$ cat src/rtl/cpu_pkg.sv
// rtl/cpu_pkg.sv - shared widths, register-zero index and forward-select encoding
package cpu_pkg;

  localparam int DW_DEF   = 32;
  localparam int AW_DEF   = 5;
  localparam int REG_ZERO = 0;

  typedef enum logic [1:0] {
    FWD_RF  = 2'd0,
    FWD_EX  = 2'd1,
    FWD_MEM = 2'd2,
    FWD_WB  = 2'd3
  } fwd_sel_e;

endpackage

$ cat src/rtl/fwd_sel_unit.sv
// rtl/fwd_sel_unit.sv - per-operand hit detection and forward mux (ID_FORWARD_EN enables the forward mux)
module fwd_sel_unit
  import cpu_pkg::*;
#(
  parameter int DW = DW_DEF,
  parameter int AW = AW_DEF
) (
  input  logic [AW-1:0] r_i,
  input  logic [DW-1:0] rf_data_i,
  input  logic          ex_we_i,
  input  logic [AW-1:0] ex_rd_i,
  input  logic [DW-1:0] ex_data_i,
  input  logic          mem_we_i,
  input  logic [AW-1:0] mem_rd_i,
  input  logic [DW-1:0] mem_data_i,
  input  logic          wb_we_i,
  input  logic [AW-1:0] wb_rd_i,
  input  logic [DW-1:0] wb_data_i,
  output fwd_sel_e      sel_o,
  output logic [DW-1:0] operand_o,
  output logic          any_hit_o
);

  localparam logic [AW-1:0] RZ = AW'(REG_ZERO);

  logic          is_zero;
  logic          ex_hit;
  logic          mem_hit;
  logic          wb_hit;
  logic [DW-1:0] fwd_operand;

  // r0 is hardwired, so it can never match a producer
  assign is_zero   = (r_i == RZ);
  assign ex_hit    = ex_we_i  & (ex_rd_i  == r_i) & ~is_zero;
  assign mem_hit   = mem_we_i & (mem_rd_i == r_i) & ~is_zero;
  assign wb_hit    = wb_we_i  & (wb_rd_i  == r_i) & ~is_zero;
  assign any_hit_o = ex_hit | mem_hit | wb_hit;

  // youngest producer wins; WB is needed because the regfile is not write-through
  always_comb begin
    sel_o       = FWD_RF;
    fwd_operand = rf_data_i;
    if (ex_hit) begin
      sel_o       = FWD_EX;
      fwd_operand = ex_data_i;
    end else if (mem_hit) begin
      sel_o       = FWD_MEM;
      fwd_operand = mem_data_i;
    end else if (wb_hit) begin
      sel_o       = FWD_WB;
      fwd_operand = wb_data_i;
    end
    if (is_zero) begin
      fwd_operand = '0;
    end
  end

`ifdef ID_FORWARD_EN
  assign operand_o = fwd_operand;
`else
  // without forwarding the stage stalls on any hit, so the regfile value is always current
  assign operand_o = is_zero ? '0 : rf_data_i;
  wire unused_fwd_operand = ^fwd_operand;
`endif

endmodule

$ cat src/rtl/id_ex_operand_stage.sv
// rtl/id_ex_operand_stage.sv - ID/EX operand resolve, hazard stall and EX register (ID_FORWARD_EN selects forwarding)
module id_ex_operand_stage
  import cpu_pkg::*;
#(
  parameter int DW = DW_DEF,
  parameter int AW = AW_DEF
) (
  input  logic          Clk,
  input  logic          Clr,
  input  logic          Valid_in,
  input  logic [AW-1:0] Ra,
  input  logic [AW-1:0] Rb,
  input  logic [DW-1:0] Qa,
  input  logic [DW-1:0] Qb,
  input  logic [AW-1:0] Rd_in,
  input  logic          Wreg_in,
  input  logic          Mem2reg_in,
  input  logic [DW-1:0] Ex_Result,
  input  logic [AW-1:0] M_Rd,
  input  logic          M_Wreg,
  input  logic [DW-1:0] M_Data,
  input  logic [AW-1:0] W_Rd,
  input  logic          W_We,
  input  logic [DW-1:0] W_D,
  input  logic          Flush,
  output logic [DW-1:0] Ea,
  output logic [DW-1:0] Eb,
  output logic [AW-1:0] E_Rd,
  output logic          E_Wreg,
  output logic          E_Mem2reg,
  output logic          E_Valid,
  output logic          Stall
);

  localparam logic [AW-1:0] RZ = AW'(REG_ZERO);

  logic [DW-1:0] ea_q, ea_d, eb_q, eb_d;
  logic [AW-1:0] rd_q, rd_d;
  logic          wreg_q, wreg_d, m2r_q, m2r_d, valid_q, valid_d;

  logic          ex_we;
  logic [DW-1:0] opa, opb;
  logic          hit_a, hit_b;
  fwd_sel_e      sel_a, sel_b;
  logic          stall;

  assign ex_we = valid_q & wreg_q;

  fwd_sel_unit #(.DW(DW), .AW(AW)) u_fwd_a (
    .r_i(Ra), .rf_data_i(Qa),
    .ex_we_i(ex_we), .ex_rd_i(rd_q), .ex_data_i(Ex_Result),
    .mem_we_i(M_Wreg), .mem_rd_i(M_Rd), .mem_data_i(M_Data),
    .wb_we_i(W_We), .wb_rd_i(W_Rd), .wb_data_i(W_D),
    .sel_o(sel_a), .operand_o(opa), .any_hit_o(hit_a)
  );

  fwd_sel_unit #(.DW(DW), .AW(AW)) u_fwd_b (
    .r_i(Rb), .rf_data_i(Qb),
    .ex_we_i(ex_we), .ex_rd_i(rd_q), .ex_data_i(Ex_Result),
    .mem_we_i(M_Wreg), .mem_rd_i(M_Rd), .mem_data_i(M_Data),
    .wb_we_i(W_We), .wb_rd_i(W_Rd), .wb_data_i(W_D),
    .sel_o(sel_b), .operand_o(opb), .any_hit_o(hit_b)
  );

  // select codes are informational here; the operands already carry the choice
  wire unused_sel = ^{sel_a, sel_b};

`ifdef ID_FORWARD_EN
  // only a load in EX cannot be forwarded yet; one bubble moves it to MEM
  assign stall = Valid_in & valid_q & m2r_q & wreg_q & (rd_q != RZ)
               & ((rd_q == Ra) | (rd_q == Rb)) & ~Flush;
  wire unused_hits = hit_a ^ hit_b;
`else
  // wait until every in-flight producer has retired through WB
  assign stall = Valid_in & ~Flush & (hit_a | hit_b);
`endif

  assign Stall = stall;

  // next EX contents: bubble on flush or stall, otherwise capture the ID instruction
  always_comb begin
    ea_d    = '0;
    eb_d    = '0;
    rd_d    = '0;
    wreg_d  = 1'b0;
    m2r_d   = 1'b0;
    valid_d = 1'b0;
    if (!(Flush | stall)) begin
      ea_d    = opa;
      eb_d    = opb;
      rd_d    = Rd_in;
      wreg_d  = Wreg_in & Valid_in;
      m2r_d   = Mem2reg_in & Valid_in;
      valid_d = Valid_in;
    end
  end

  // EX pipeline register with synchronous clear
  always_ff @(posedge Clk) begin
    if (Clr) begin
      ea_q    <= '0;
      eb_q    <= '0;
      rd_q    <= '0;
      wreg_q  <= 1'b0;
      m2r_q   <= 1'b0;
      valid_q <= 1'b0;
    end else begin
      ea_q    <= ea_d;
      eb_q    <= eb_d;
      rd_q    <= rd_d;
      wreg_q  <= wreg_d;
      m2r_q   <= m2r_d;
      valid_q <= valid_d;
    end
  end

  assign Ea        = ea_q;
  assign Eb        = eb_q;
  assign E_Rd      = rd_q;
  assign E_Wreg    = wreg_q;
  assign E_Mem2reg = m2r_q;
  assign E_Valid   = valid_q;

endmodule

$ cat config.mk
export PLATFORM = sky130hd
export DESIGN_NAME = id_ex_operand_stage
export DESIGN_NICKNAME = d
export VERILOG_FILES = /design/src/rtl/cpu_pkg.sv /design/src/rtl/fwd_sel_unit.sv /design/src/rtl/id_ex_operand_stage.sv
export SDC_FILE = /design/constraint.sdc
export NUM_CORES = 1
export LEC_CHECK = 0
export BUFFER_PORTS_ARGS = -buffer_cell sky130_fd_sc_hd__buf_2
export CORE_AREA = 5 5 99 101
export CTS_CLUSTER_DIAMETER = 200
export CTS_CLUSTER_SIZE = 16
export DETAILED_ROUTE_END_ITERATION = 10
export DIE_AREA = 0 0 104 106
export PLACE_DENSITY_LB_ADDON = 0.05
export SYNTH_ARGS = -nofsm -noshare
export SYNTH_HDL_FRONTEND = slang
export SYNTH_SLANG_ARGS = --single-unit
$ cat constraint.sdc
create_clock -name Clk -period 3.9 [get_ports Clk]
set_input_delay 0.78 -clock Clk [delete_from_list [all_inputs] [get_ports Clk]]
set_output_delay 0.78 -clock Clk [all_outputs]
set_load 0.02 [all_outputs]
Word level (Yosys, flattened, before mapping)
Index checks and enable logic that the tools add are counted.
Widths: inputs -> output; s select.
{ "op_classes": {"eq_ne": 6, "reduce_logical": 5, "bitwise": 26} }
{ "op_table": {"columns": ["op", "count"], "rows": [
  ["$eq 5x5->1", 6],
  ["$and 1x1->1", 17],
  ["$logic_not 5->1", 2],
  ["$or 1x1->1", 6],
  ["$reduce_or 3->1", 2],
  ["$not 1->1", 3],
  ["$reduce_or 2->1", 1]
]} }
{ "word_totals": {"elab_cells": 43, "out_inout_bits": 73, "in_bits": 193, "reg_bits": 72} }

Depth between registers and ports, before layout
Gate-level depths: netlist of the first run.
{ "depth": {"depth_word": 9, "mapped_depth": 6, "ltp_nobuf": 5} }

Hierarchy
Synthesis of the first run repeated with hierarchy kept, for this count alone.
{ "hier_totals": {"hier_cells": 290, "hier_area_um2": 2899.0} }
{ "modules_own_cells": {"columns": ["module", "area_per_inst_um2", "instances", "cells_per_inst", "seq_area_each_um2"], "rows": [
  ["id_ex_operand_stage", 2005.7, 1, 164, 1441.4],
  ["fwd_sel_unit", 446.7, 2, 63, 0.0]
]} }

Worst setup path before layout of the first run
No wires, ideal clock.
{ "synth_timing": {"path_type": "input -> output", "start": "in Ra[2]", "end": "out Stall", "slack_ns": 1.054, "required_time_ns": 3.120, "path_buffers": 0, "stages": 5, "arrival_time_ns": 2.066, "path_cell_list": "or4_1 > nor2_2 > or4_4 > nand4_4 > o211a_1"} }
{ "synth_between": {"elab_chain_cells": 7, "elab_cells_between_ends": 15, "cone_classes": "eq/ne (3); bitwise (11); reduce/logical (1)"} }
{ "synth_rtl": {"columns": ["item", "line_no", "text"], "rows": [
  ["from (decl)", "id_ex_operand_stage.sv:11", "input logic [AW-1:0] Ra,"],
  ["$eq 5x5->1 (tied with other cells)", "fwd_sel_unit.sv:34", "assign ex_hit = ex_we_i & (ex_rd_i == r_i) & ~is_zero;"],
  ["$and 1x1->1 (tied with other cells)", "fwd_sel_unit.sv:34", null],
  ["$and 1x1->1, on equally long branches", "fwd_sel_unit.sv:34, fwd_sel_unit.sv:35", null],
  ["$or 1x1->1", "fwd_sel_unit.sv:37", "assign any_hit_o = ex_hit | mem_hit | wb_hit;"],
  ["$or 1x1->1 *", "fwd_sel_unit.sv:37", null],
  ["$or 1x1->1 *", "id_ex_operand_stage.sv:75", "assign stall = Valid_in & ~Flush & (hit_a | hit_b);"],
  ["$and 1x1->1 *", "id_ex_operand_stage.sv:75", null],
  ["to (decl)", "id_ex_operand_stage.sv:32", "output logic Stall"]
]} }
Mark *: on every way between the ends. The rest lies on a longest branch, timed or not.

Worst setup path in the final report of the first run
{ "layout_timing": {"start": "in Ra[3]", "end": "out Stall"} }
Same word-level chain as after synthesis.

==> run_summary.xml, run 1 <==
<?xml version="1.0" encoding="UTF-8"?>
<metrics>
  <group name="synthesis">
    <metric name="synth-seq-cells" unit="">72</metric>
    <metric name="ys_types" unit="">27</metric>
    <metric name="ys.flop_type" unit="">sky130_fd_sc_hd__dfxtp_1</metric>
    <metric name="synth_top_area_share" unit="">0.413</metric>
    <metric name="yosysWarnings" unit="">0</metric>
    <metric name="edff_count_synth" unit="">0</metric>
    <metric name="ys_seq_area_frac" unit="">0.413</metric>
    <metric name="synthTopCellsByArea" unit="">sky130_fd_sc_hd__dfxtp_1, sky130_fd_sc_hd__nand3_1, sky130_fd_sc_hd__nand4b_1, sky130_fd_sc_hd__nand3b_1, sky130_fd_sc_hd__o31ai_1</metric>
    <metric name="synth.cell_area" unit="um^2">3490</metric>
    <metric name="netlist_instances" unit="">382</metric>
    <metric name="synthesis.area_per_instance" unit="um^2">9.14</metric>
    <metric name="mappedNetlistNets" unit="">575</metric>
    <metric name="synth.largest_area_cell" unit="">sky130_fd_sc_hd__dfxtp_1</metric>
    <metric name="ys_async_sr_fraction" unit="">0</metric>
  </group>
  <group name="global_route">
    <metric name="grt_first_pass_wirelength" unit="um">16800</metric>
    <metric name="grt_pass1_vias" unit="">3359</metric>
    <metric name="track_usage" unit="">0.184</metric>
    <metric name="grt_antenna_before_repair" unit="">2</metric>
    <metric name="grt-ovfl-total" unit="">0</metric>
    <metric name="maximum_number_of_pins_on_one_net_before_global_route_repair" unit="">78</metric>
  </group>
  <group name="floorplanning">
    <metric name="fp-row-count" unit="">35</metric>
    <metric name="top_level_ports" unit="">266</metric>
    <metric name="die_width" unit="um">104</metric>
    <metric name="start_util" unit="">0.391</metric>
    <metric name="die_area" unit="um^2">11000</metric>
    <metric name="core_region_area" unit="um^2">8930</metric>
    <metric name="die_y" unit="um">106</metric>
  </group>
  <group name="worst_setup_path">
    <metric name="critPathMaxFanout" unit="">41</metric>
    <metric name="worstPathRequired" unit="ns">3.12</metric>
    <metric name="criticalPathCategory" unit="">input port to primary output</metric>
    <metric name="reg2reg_depth" unit="">6</metric>
    <metric name="slowest_delay" unit="ns">0.88</metric>
    <metric name="critical_path_source_type" unit="">input port</metric>
    <metric name="regToRegSetupSlack" unit="ns">1.70</metric>
    <metric name="r2r-start" unit="">E_Rd[3]$_SDFF_PP0_</metric>
    <metric name="cpLargestDelayFamily" unit="">simple AND/OR/NAND/NOR gates</metric>
    <metric name="critPathSlowestCell" unit="">sky130_fd_sc_hd__nor2_4</metric>
    <metric name="cp.arrival" unit="ns">2.77</metric>
    <metric name="path_cells" unit="">buf_2 -&gt; xnor2_1 -&gt; nand4_1 -&gt; o22a_1 -&gt; nor2_4 -&gt; o211a_1 -&gt; buf_2</metric>
    <metric name="timing.critical_path.to_type" unit="">primary output</metric>
    <metric name="critical_path.n_buffers_inverters" unit="">2</metric>
    <metric name="worstReg2RegEnd" unit="">Ea[29]$_SDFF_PP0_</metric>
    <metric name="crit_path_most_repeated_cell" unit="">sky130_fd_sc_hd__buf_2</metric>
  </group>
  <group name="sta">
    <metric name="final_hold_slack" unit="ns">0.671</metric>
    <metric name="fin_setup_tns" unit="ns">0</metric>
    <metric name="fin_worst_skew" unit="ns">0.0119</metric>
    <metric name="rsz0062_at_grt" unit="">no</metric>
    <metric name="final-setup-viol-count" unit="">0</metric>
    <metric name="finalWorstPathRequiredPeriod" unit="ns">3.55</metric>
    <metric name="tightest_slew" unit="ns">1.18</metric>
    <metric name="finalCritPeriodShare" unit="">0.911</metric>
    <metric name="report.final.hold_viol_count" unit="">0</metric>
    <metric name="timing.fmax" unit="GHz">0.282</metric>
    <metric name="finalMaxSlewViolations" unit="">0</metric>
    <metric name="maxSlewHeadroom" unit="">0.214</metric>
  </group>
  <group name="drt">
    <metric name="wl_per_cell" unit="um">16.5</metric>
    <metric name="routed_via_density" unit="">5.42</metric>
    <metric name="drt-pass1-iter-count" unit="">4</metric>
    <metric name="drcViolationCount" unit="">0</metric>
    <metric name="drt_wl_total" unit="um">10600</metric>
    <metric name="route.antenna.remaining_nets" unit="">0</metric>
    <metric name="total_via_count_after_detailed_routing" unit="">3477</metric>
    <metric name="initialDrtViolationCount" unit="">137</metric>
  </group>
  <group name="hold_path">
    <metric name="hold_path.class" unit="">input port to flip-flop</metric>
    <metric name="worstHoldStart" unit="">Qa[6]</metric>
    <metric name="hold_path_cell_cnt" unit="">3</metric>
    <metric name="hold_end" unit="">Ea[6]$_SDFF_PP0_</metric>
  </group>
  <group name="final_layout">
    <metric name="finish.net_count" unit="">719</metric>
    <metric name="layout-drive-gt1-share" unit="">0.392</metric>
    <metric name="layout_common_cells" unit="">sky130_fd_sc_hd__buf_2, sky130_fd_sc_hd__dfxtp_1, sky130_fd_sc_hd__nand3_1, sky130_fd_sc_hd__nand3b_1</metric>
    <metric name="antenna-diode-count" unit="">0</metric>
    <metric name="most_common_library_cell_in_the_layout_ignoring_fill_and_taps" unit="">sky130_fd_sc_hd__buf_2</metric>
    <metric name="layout-area-overhead-vs-synth" unit="%">29.6</metric>
  </group>
  <group name="power">
    <metric name="leakagePower" unit="nW">1.96</metric>
    <metric name="total_power" unit="W">0.00167</metric>
    <metric name="share_of_total_power_in_combinational_logic" unit="">0.202</metric>
    <metric name="switching_power" unit="W">0.000516</metric>
    <metric name="share_clk_of_total_power" unit="">0.319</metric>
    <metric name="sw_frac_of_total" unit="">0.310</metric>
    <metric name="flop_pwr_share" unit="">0.479</metric>
    <metric name="worst_ir_drop_vdd" unit="mV">0.166</metric>
    <metric name="power_density" unit="nW/um^2">368</metric>
    <metric name="cell_internal_pwr" unit="W">0.00115</metric>
  </group>
  <group name="clock_tree">
    <metric name="cts.path.max_buffers" unit="">2</metric>
    <metric name="post_cts_buffers" unit="">0</metric>
    <metric name="postCtsHoldBufs" unit="">0</metric>
    <metric name="clock_latency" unit="ns">0.34</metric>
    <metric name="clock_tree_from_tritoncts" unit="">done</metric>
    <metric name="htree_num_levels" unit="">3</metric>
    <metric name="clkTransAtPathRegs" unit="ns">0.09</metric>
    <metric name="number_of_buffers_created_by_cts" unit="">9</metric>
    <metric name="cts_num_sinks" unit="">72</metric>
    <metric name="cts_root_buffer" unit="">sky130_fd_sc_hd__clkbuf_8</metric>
    <metric name="post_cts_resized" unit="">0</metric>
  </group>
  <group name="place">
    <metric name="io_buffers" unit="">169</metric>
    <metric name="post-dp-hpwl" unit="um">6980</metric>
    <metric name="place.gp.congestion" unit="">0.782</metric>
  </group>
  <group name="job">
    <metric name="max_capacitance_violation_count" unit="">0</metric>
  </group>
  <group name="run_status">
    <metric name="run_status" unit="">finished clean</metric>
  </group>
</metrics>
## cell usage after synthesis, types with 2 or more instances
cell and instances:
sky130_fd_sc_hd__nand4_1 5, sky130_fd_sc_hd__xor2_1 14, sky130_fd_sc_hd__xnor2_1 16, sky130_fd_sc_hd__o21ai_0 32, sky130_fd_sc_hd__buf_6 4, sky130_fd_sc_hd__o31ai_1 26
sky130_fd_sc_hd__buf_2 2, sky130_fd_sc_hd__clkbuf_1 36, sky130_fd_sc_hd__nand3b_1 37, sky130_fd_sc_hd__dfxtp_1 72, sky130_fd_sc_hd__nor2_1 3, sky130_fd_sc_hd__o31ai_2 10
sky130_fd_sc_hd__nor4_1 3, sky130_fd_sc_hd__nand3_1 68, sky130_fd_sc_hd__nor3_1 4, sky130_fd_sc_hd__nand4b_1 32, sky130_fd_sc_hd__nand2_1 8
## sequential cells by signal (all words and copies together), names as in the netlist
register and count:
Eb 32, E_Wreg 1, E_Valid 1, Ea 32, E_Mem2reg 1, E_Rd 5
## area by class of cell
class | count | area, um^2
Sequential cell | 72 | 1440
Tap cell | 111 | 139
Timing Repair Buffer | 175 | 891
Fill cell | 882 | 4410
Inverter | 1 | 3.75
Clock inverter | 6 | 42.5
Clock buffer | 10 | 128
Multi-Input combinational cell | 267 | 1880
## how the worst max path moves through the flow
stage          start     to  slack, ns  cells after the start
6_report       Ra[3]  Stall       0.35                      7
5_1_grt        Ra[3]  Stall       0.18                      7
4_1_cts        Ra[3]  Stall       0.31                      7
3_5_place_dp   Ra[3]  Stall       0.33                      7
3_3_place_gp   Ra[2]  Stall       0.35                      7
2_1_floorplan  Ra[2]  Stall       1.05                      5
## tightest hold or removal path, stage by stage
cell	delay, ns
sky130_fd_sc_hd__buf_2	0.09
sky130_fd_sc_hd__nand3b_1	0.06
sky130_fd_sc_hd__o21ai_0	0.06
## per-stage QoR
step / cell area, um^2 / utilization / worst slack [ns] / cells
3_3_place_gp: 4350 / 0.487 / 0.348 / 626
4_1_cts: 4520 / 0.506 / 0.305 / 642
3_5_place_dp: 4350 / 0.487 / 0.327 / 626
6_report: 4520 / 0.506 / 0.348 / 642
2_1_floorplan: 3490 / - / 1.05 / 382
5_1_grt: 4520 / 0.506 / 0.178 / 642
## routing by layer
metal  global-route usage  wire length (um)
met3               0.0698              1030
met2                0.281              4770
met4               0.0703               148
met1                0.236              4610
met5                    0                31
## power by group through the flow
stage	Clock (W)	Combinational, W	Sequential, W
after global placement	0	0.000331	0.000816
after CTS	0.000556	0.000339	0.000799
after detailed placement	0	0.000338	0.000816
after floorplan	0	0.000132	0.000880
final	0.000531	0.000336	0.000798
after global routing	0.000585	0.000367	0.000803
## kinds of logic after synthesis
logic type                synth area share
buffers and inverters               0.0556
AOI/OAI and AO/OA                    0.149
xor gates and xnor gates            0.0753
DFF                                  0.413
and+or+nand+nor                      0.307
Note: power is estimated with default switching activity, not from simulation.
==> run 2, diff against run 1 <==
--- a/config.mk
+++ b/config.mk
@@ -6,12 +6,13 @@
 export NUM_CORES = 1
 export LEC_CHECK = 0
 export BUFFER_PORTS_ARGS = -buffer_cell sky130_fd_sc_hd__buf_2
-export CORE_AREA = 5 5 99 101
+export CORE_AREA = 5 5 100 102
 export CTS_CLUSTER_DIAMETER = 200
 export CTS_CLUSTER_SIZE = 16
 export DETAILED_ROUTE_END_ITERATION = 10
-export DIE_AREA = 0 0 104 106
+export DIE_AREA = 0 0 105 107
 export PLACE_DENSITY_LB_ADDON = 0.05
 export SYNTH_ARGS = -nofsm -noshare
 export SYNTH_HDL_FRONTEND = slang
+export SYNTH_HIERARCHICAL = 1
 export SYNTH_SLANG_ARGS = --single-unit
==> run 2 against run 1 <==
Net effect:
- first-iteration DRC count decreased by 67%
- flip-flop and latch count unchanged
- combinational power decreased by 30%
- die area is 1.9% higher
- critical path depth grew 1
- maximum frequency rose by 13%
- critical path type unchanged
- critical endpoint unchanged
==> run_summary.xml, run 2 <==
<?xml version="1.0" encoding="UTF-8"?>
<metrics>
  <group name="clock_tree">
    <metric name="clock_tree_from_tritoncts" unit="">done</metric>
    <metric name="post_cts_resized" unit="">0</metric>
    <metric name="postCtsHoldBufs" unit="">0</metric>
    <metric name="cts_num_sinks" unit="">72</metric>
    <metric name="htree_num_levels" unit="">3</metric>
    <metric name="clkTransAtPathRegs" unit="ns">0.07</metric>
    <metric name="clock_latency" unit="ns">0.35</metric>
    <metric name="cts.path.max_buffers" unit="">2</metric>
    <metric name="number_of_buffers_created_by_cts" unit="">9</metric>
    <metric name="post_cts_buffers" unit="">0</metric>
    <metric name="cts_root_buffer" unit="">sky130_fd_sc_hd__clkbuf_8</metric>
  </group>
  <group name="worst_setup_path">
    <metric name="path_cells" unit="">buf_2 -&gt; or4_4 -&gt; nor2_4 -&gt; or4_4 -&gt; nand3_1 -&gt; nor2_1 -&gt; nor3b_1 -&gt; buf_2</metric>
    <metric name="criticalPathCategory" unit="">input port to primary output</metric>
    <metric name="critPathMaxFanout" unit="">9</metric>
    <metric name="worstPathRequired" unit="ns">3.12</metric>
    <metric name="cpLargestDelayFamily" unit="">simple AND/OR/NAND/NOR gates</metric>
    <metric name="setup.worst_path.start" unit="">Ra[1]</metric>
    <metric name="worstReg2RegEnd" unit="">Eb[8]$_SDFF_PP0_</metric>
    <metric name="regToRegSetupSlack" unit="ns">1.89</metric>
    <metric name="critPathSlowestCell" unit="">sky130_fd_sc_hd__or4_4</metric>
    <metric name="critical_path.n_buffers_inverters" unit="">2</metric>
    <metric name="cp.arrival" unit="ns">2.35</metric>
    <metric name="r2r-start" unit="">E_Rd[1]$_SDFF_PP0_</metric>
    <metric name="critical_path_source_type" unit="">input port</metric>
    <metric name="reg2reg_depth" unit="">7</metric>
    <metric name="slowest_delay" unit="ns">0.56</metric>
    <metric name="timing.critical_path.to_type" unit="">primary output</metric>
  </group>
  <group name="floorplanning">
    <metric name="start_util" unit="">0.317</metric>
    <metric name="core_region_area" unit="um^2">9020</metric>
    <metric name="die_area" unit="um^2">11200</metric>
    <metric name="top_level_ports" unit="">266</metric>
    <metric name="die_y" unit="um">107</metric>
    <metric name="die_width" unit="um">105</metric>
    <metric name="fp-row-count" unit="">35</metric>
  </group>
  <group name="power">
    <metric name="total_power" unit="W">0.00166</metric>
    <metric name="leakagePower" unit="nW">2.19</metric>
    <metric name="worst_ir_drop_vdd" unit="mV">0.191</metric>
    <metric name="power_density" unit="nW/um^2">414</metric>
  </group>
  <group name="sta">
    <metric name="finalWorstPathRequiredPeriod" unit="ns">3.13</metric>
    <metric name="fin_setup_tns" unit="ns">0</metric>
    <metric name="fin_worst_skew" unit="ns">0.0144</metric>
    <metric name="report.final.hold_viol_count" unit="">0</metric>
    <metric name="finalMaxSlewViolations" unit="">0</metric>
    <metric name="final_hold_slack" unit="ns">0.662</metric>
    <metric name="tightest_slew" unit="ns">0.740</metric>
    <metric name="setup_slack" unit="ns">0.767</metric>
    <metric name="final-setup-viol-count" unit="">0</metric>
    <metric name="finalCritPeriodShare" unit="">0.803</metric>
    <metric name="timing.fmax" unit="GHz">0.319</metric>
    <metric name="rsz0062_at_grt" unit="">no</metric>
    <metric name="maxSlewHeadroom" unit="">0.506</metric>
  </group>
  <group name="drt">
    <metric name="drt_wl_total" unit="um">8150</metric>
    <metric name="routed_via_density" unit="">4.37</metric>
    <metric name="route.antenna.remaining_nets" unit="">0</metric>
    <metric name="wl_per_cell" unit="um">14.5</metric>
    <metric name="initialDrtViolationCount" unit="">45</metric>
    <metric name="total_via_count_after_detailed_routing" unit="">2459</metric>
    <metric name="drt-pass1-iter-count" unit="">4</metric>
    <metric name="drcViolationCount" unit="">0</metric>
  </group>
  <group name="final_layout">
    <metric name="antenna-diode-count" unit="">0</metric>
    <metric name="fill_cell_total_of_the_finished_layout" unit="">928</metric>
    <metric name="layout-drive-gt1-share" unit="">0.445</metric>
    <metric name="postLayoutCoreUtil" unit="">0.445</metric>
    <metric name="area.sequential" unit="um^2">1440</metric>
    <metric name="layout_common_cells" unit="">sky130_fd_sc_hd__buf_2, sky130_fd_sc_hd__dfxtp_1, sky130_fd_sc_hd__and3_1, sky130_fd_sc_hd__nor2b_1, sky130_fd_sc_hd__xnor2_1</metric>
    <metric name="most_common_library_cell_in_the_layout_ignoring_fill_and_taps" unit="">sky130_fd_sc_hd__buf_2</metric>
    <metric name="multiInputGateArea" unit="um^2">1340</metric>
    <metric name="finish.net_count" unit="">641</metric>
    <metric name="layout-area-overhead-vs-synth" unit="%">40.6</metric>
  </group>
  <group name="synthesis">
    <metric name="synthesis.area_per_instance" unit="um^2">10.1</metric>
    <metric name="netlist_instances" unit="">284</metric>
    <metric name="synth.cell_area" unit="um^2">2860</metric>
    <metric name="mappedNetlistNets" unit="">477</metric>
    <metric name="yosysWarnings" unit="">6</metric>
  </group>
  <group name="global_route">
    <metric name="track_usage" unit="">0.140</metric>
    <metric name="maximum_number_of_pins_on_one_net_before_global_route_repair" unit="">70</metric>
    <metric name="grt-ovfl-total" unit="">0</metric>
    <metric name="grt_pass1_vias" unit="">2395</metric>
    <metric name="grt_antenna_before_repair" unit="">0</metric>
    <metric name="grt_first_pass_wirelength" unit="um">12500</metric>
  </group>
  <group name="hold_path">
    <metric name="worstHoldStart" unit="">Rd_in[0]</metric>
    <metric name="hold_path.class" unit="">input port to flip-flop</metric>
    <metric name="hold_path_cell_cnt" unit="">2</metric>
    <metric name="hold_end" unit="">E_Rd[0]$_SDFF_PP0_</metric>
  </group>
  <group name="place">
    <metric name="post-dp-hpwl" unit="um">5840</metric>
    <metric name="place_worst_setup_slack" unit="ns">0.743</metric>
    <metric name="place.gp.congestion" unit="">0.737</metric>
    <metric name="io_buffers" unit="">169</metric>
  </group>
  <group name="run_status">
    <metric name="run_status" unit="">finished clean</metric>
  </group>
  <group name="job">
    <metric name="max_capacitance_violation_count" unit="">0</metric>
  </group>
</metrics>
-- run 2: layout make-up --
type,count,area share
clock buffers,10,0.0343
clock inverters,5,0.0203
multi-input cells,192,0.334
flip-flops and latches,72,0.359
well taps,111,0.0346
repair buffers,173,0.218
-- run 2: metrics by stage --
step | cell area [um^2] | cells
floorplan | 2860 | 284
global placement | 3800 | 548
detailed placement | 3800 | 548
CTS | 4020 | 563
global route | 4020 | 563
finish | 4020 | 563
-- run 2: report_power, final --
group / internal (W) / total (W) / switching, W
clock network: 0.000374 / 0.000651 / 0.000277
logic: 0.000112 / 0.000234 / 0.000122
registers: 0.000767 / 0.000776 / 0.00000890
total: 0.00125 / 0.00166 / 0.000408
-- run 2: per-layer routing --
metal	wire (um)	vias to the layer above	track usage
met5	0	-	0
met4	63	0	0.0384
met3	967	7	0.0783
met2	3470	105	0.205
met1	3640	1078	0.177
li1	-	1269	-
-- run 2: how the worst max path moves through the flow --
stage	endpoint	cells past startpoint	slack (ns)
floorplan	Stall	6	0.95
CTS	Stall	8	0.74
finish	Stall	8	0.77
global route	Stall	8	0.64
detailed placement	Stall	8	0.74
global placement	Stall	8	0.75
-- run 2: worst register-to-register path: cells and delay by family, from the launching register on --
kind	cells	cell delay, ns
AO/OA/AOI/OAI	1	0.08
AND/OR/NAND/NOR	4	1.02
buffers and inverters	1	0.29
XOR/XNOR	1	0.13
flip-flops	1	0.39
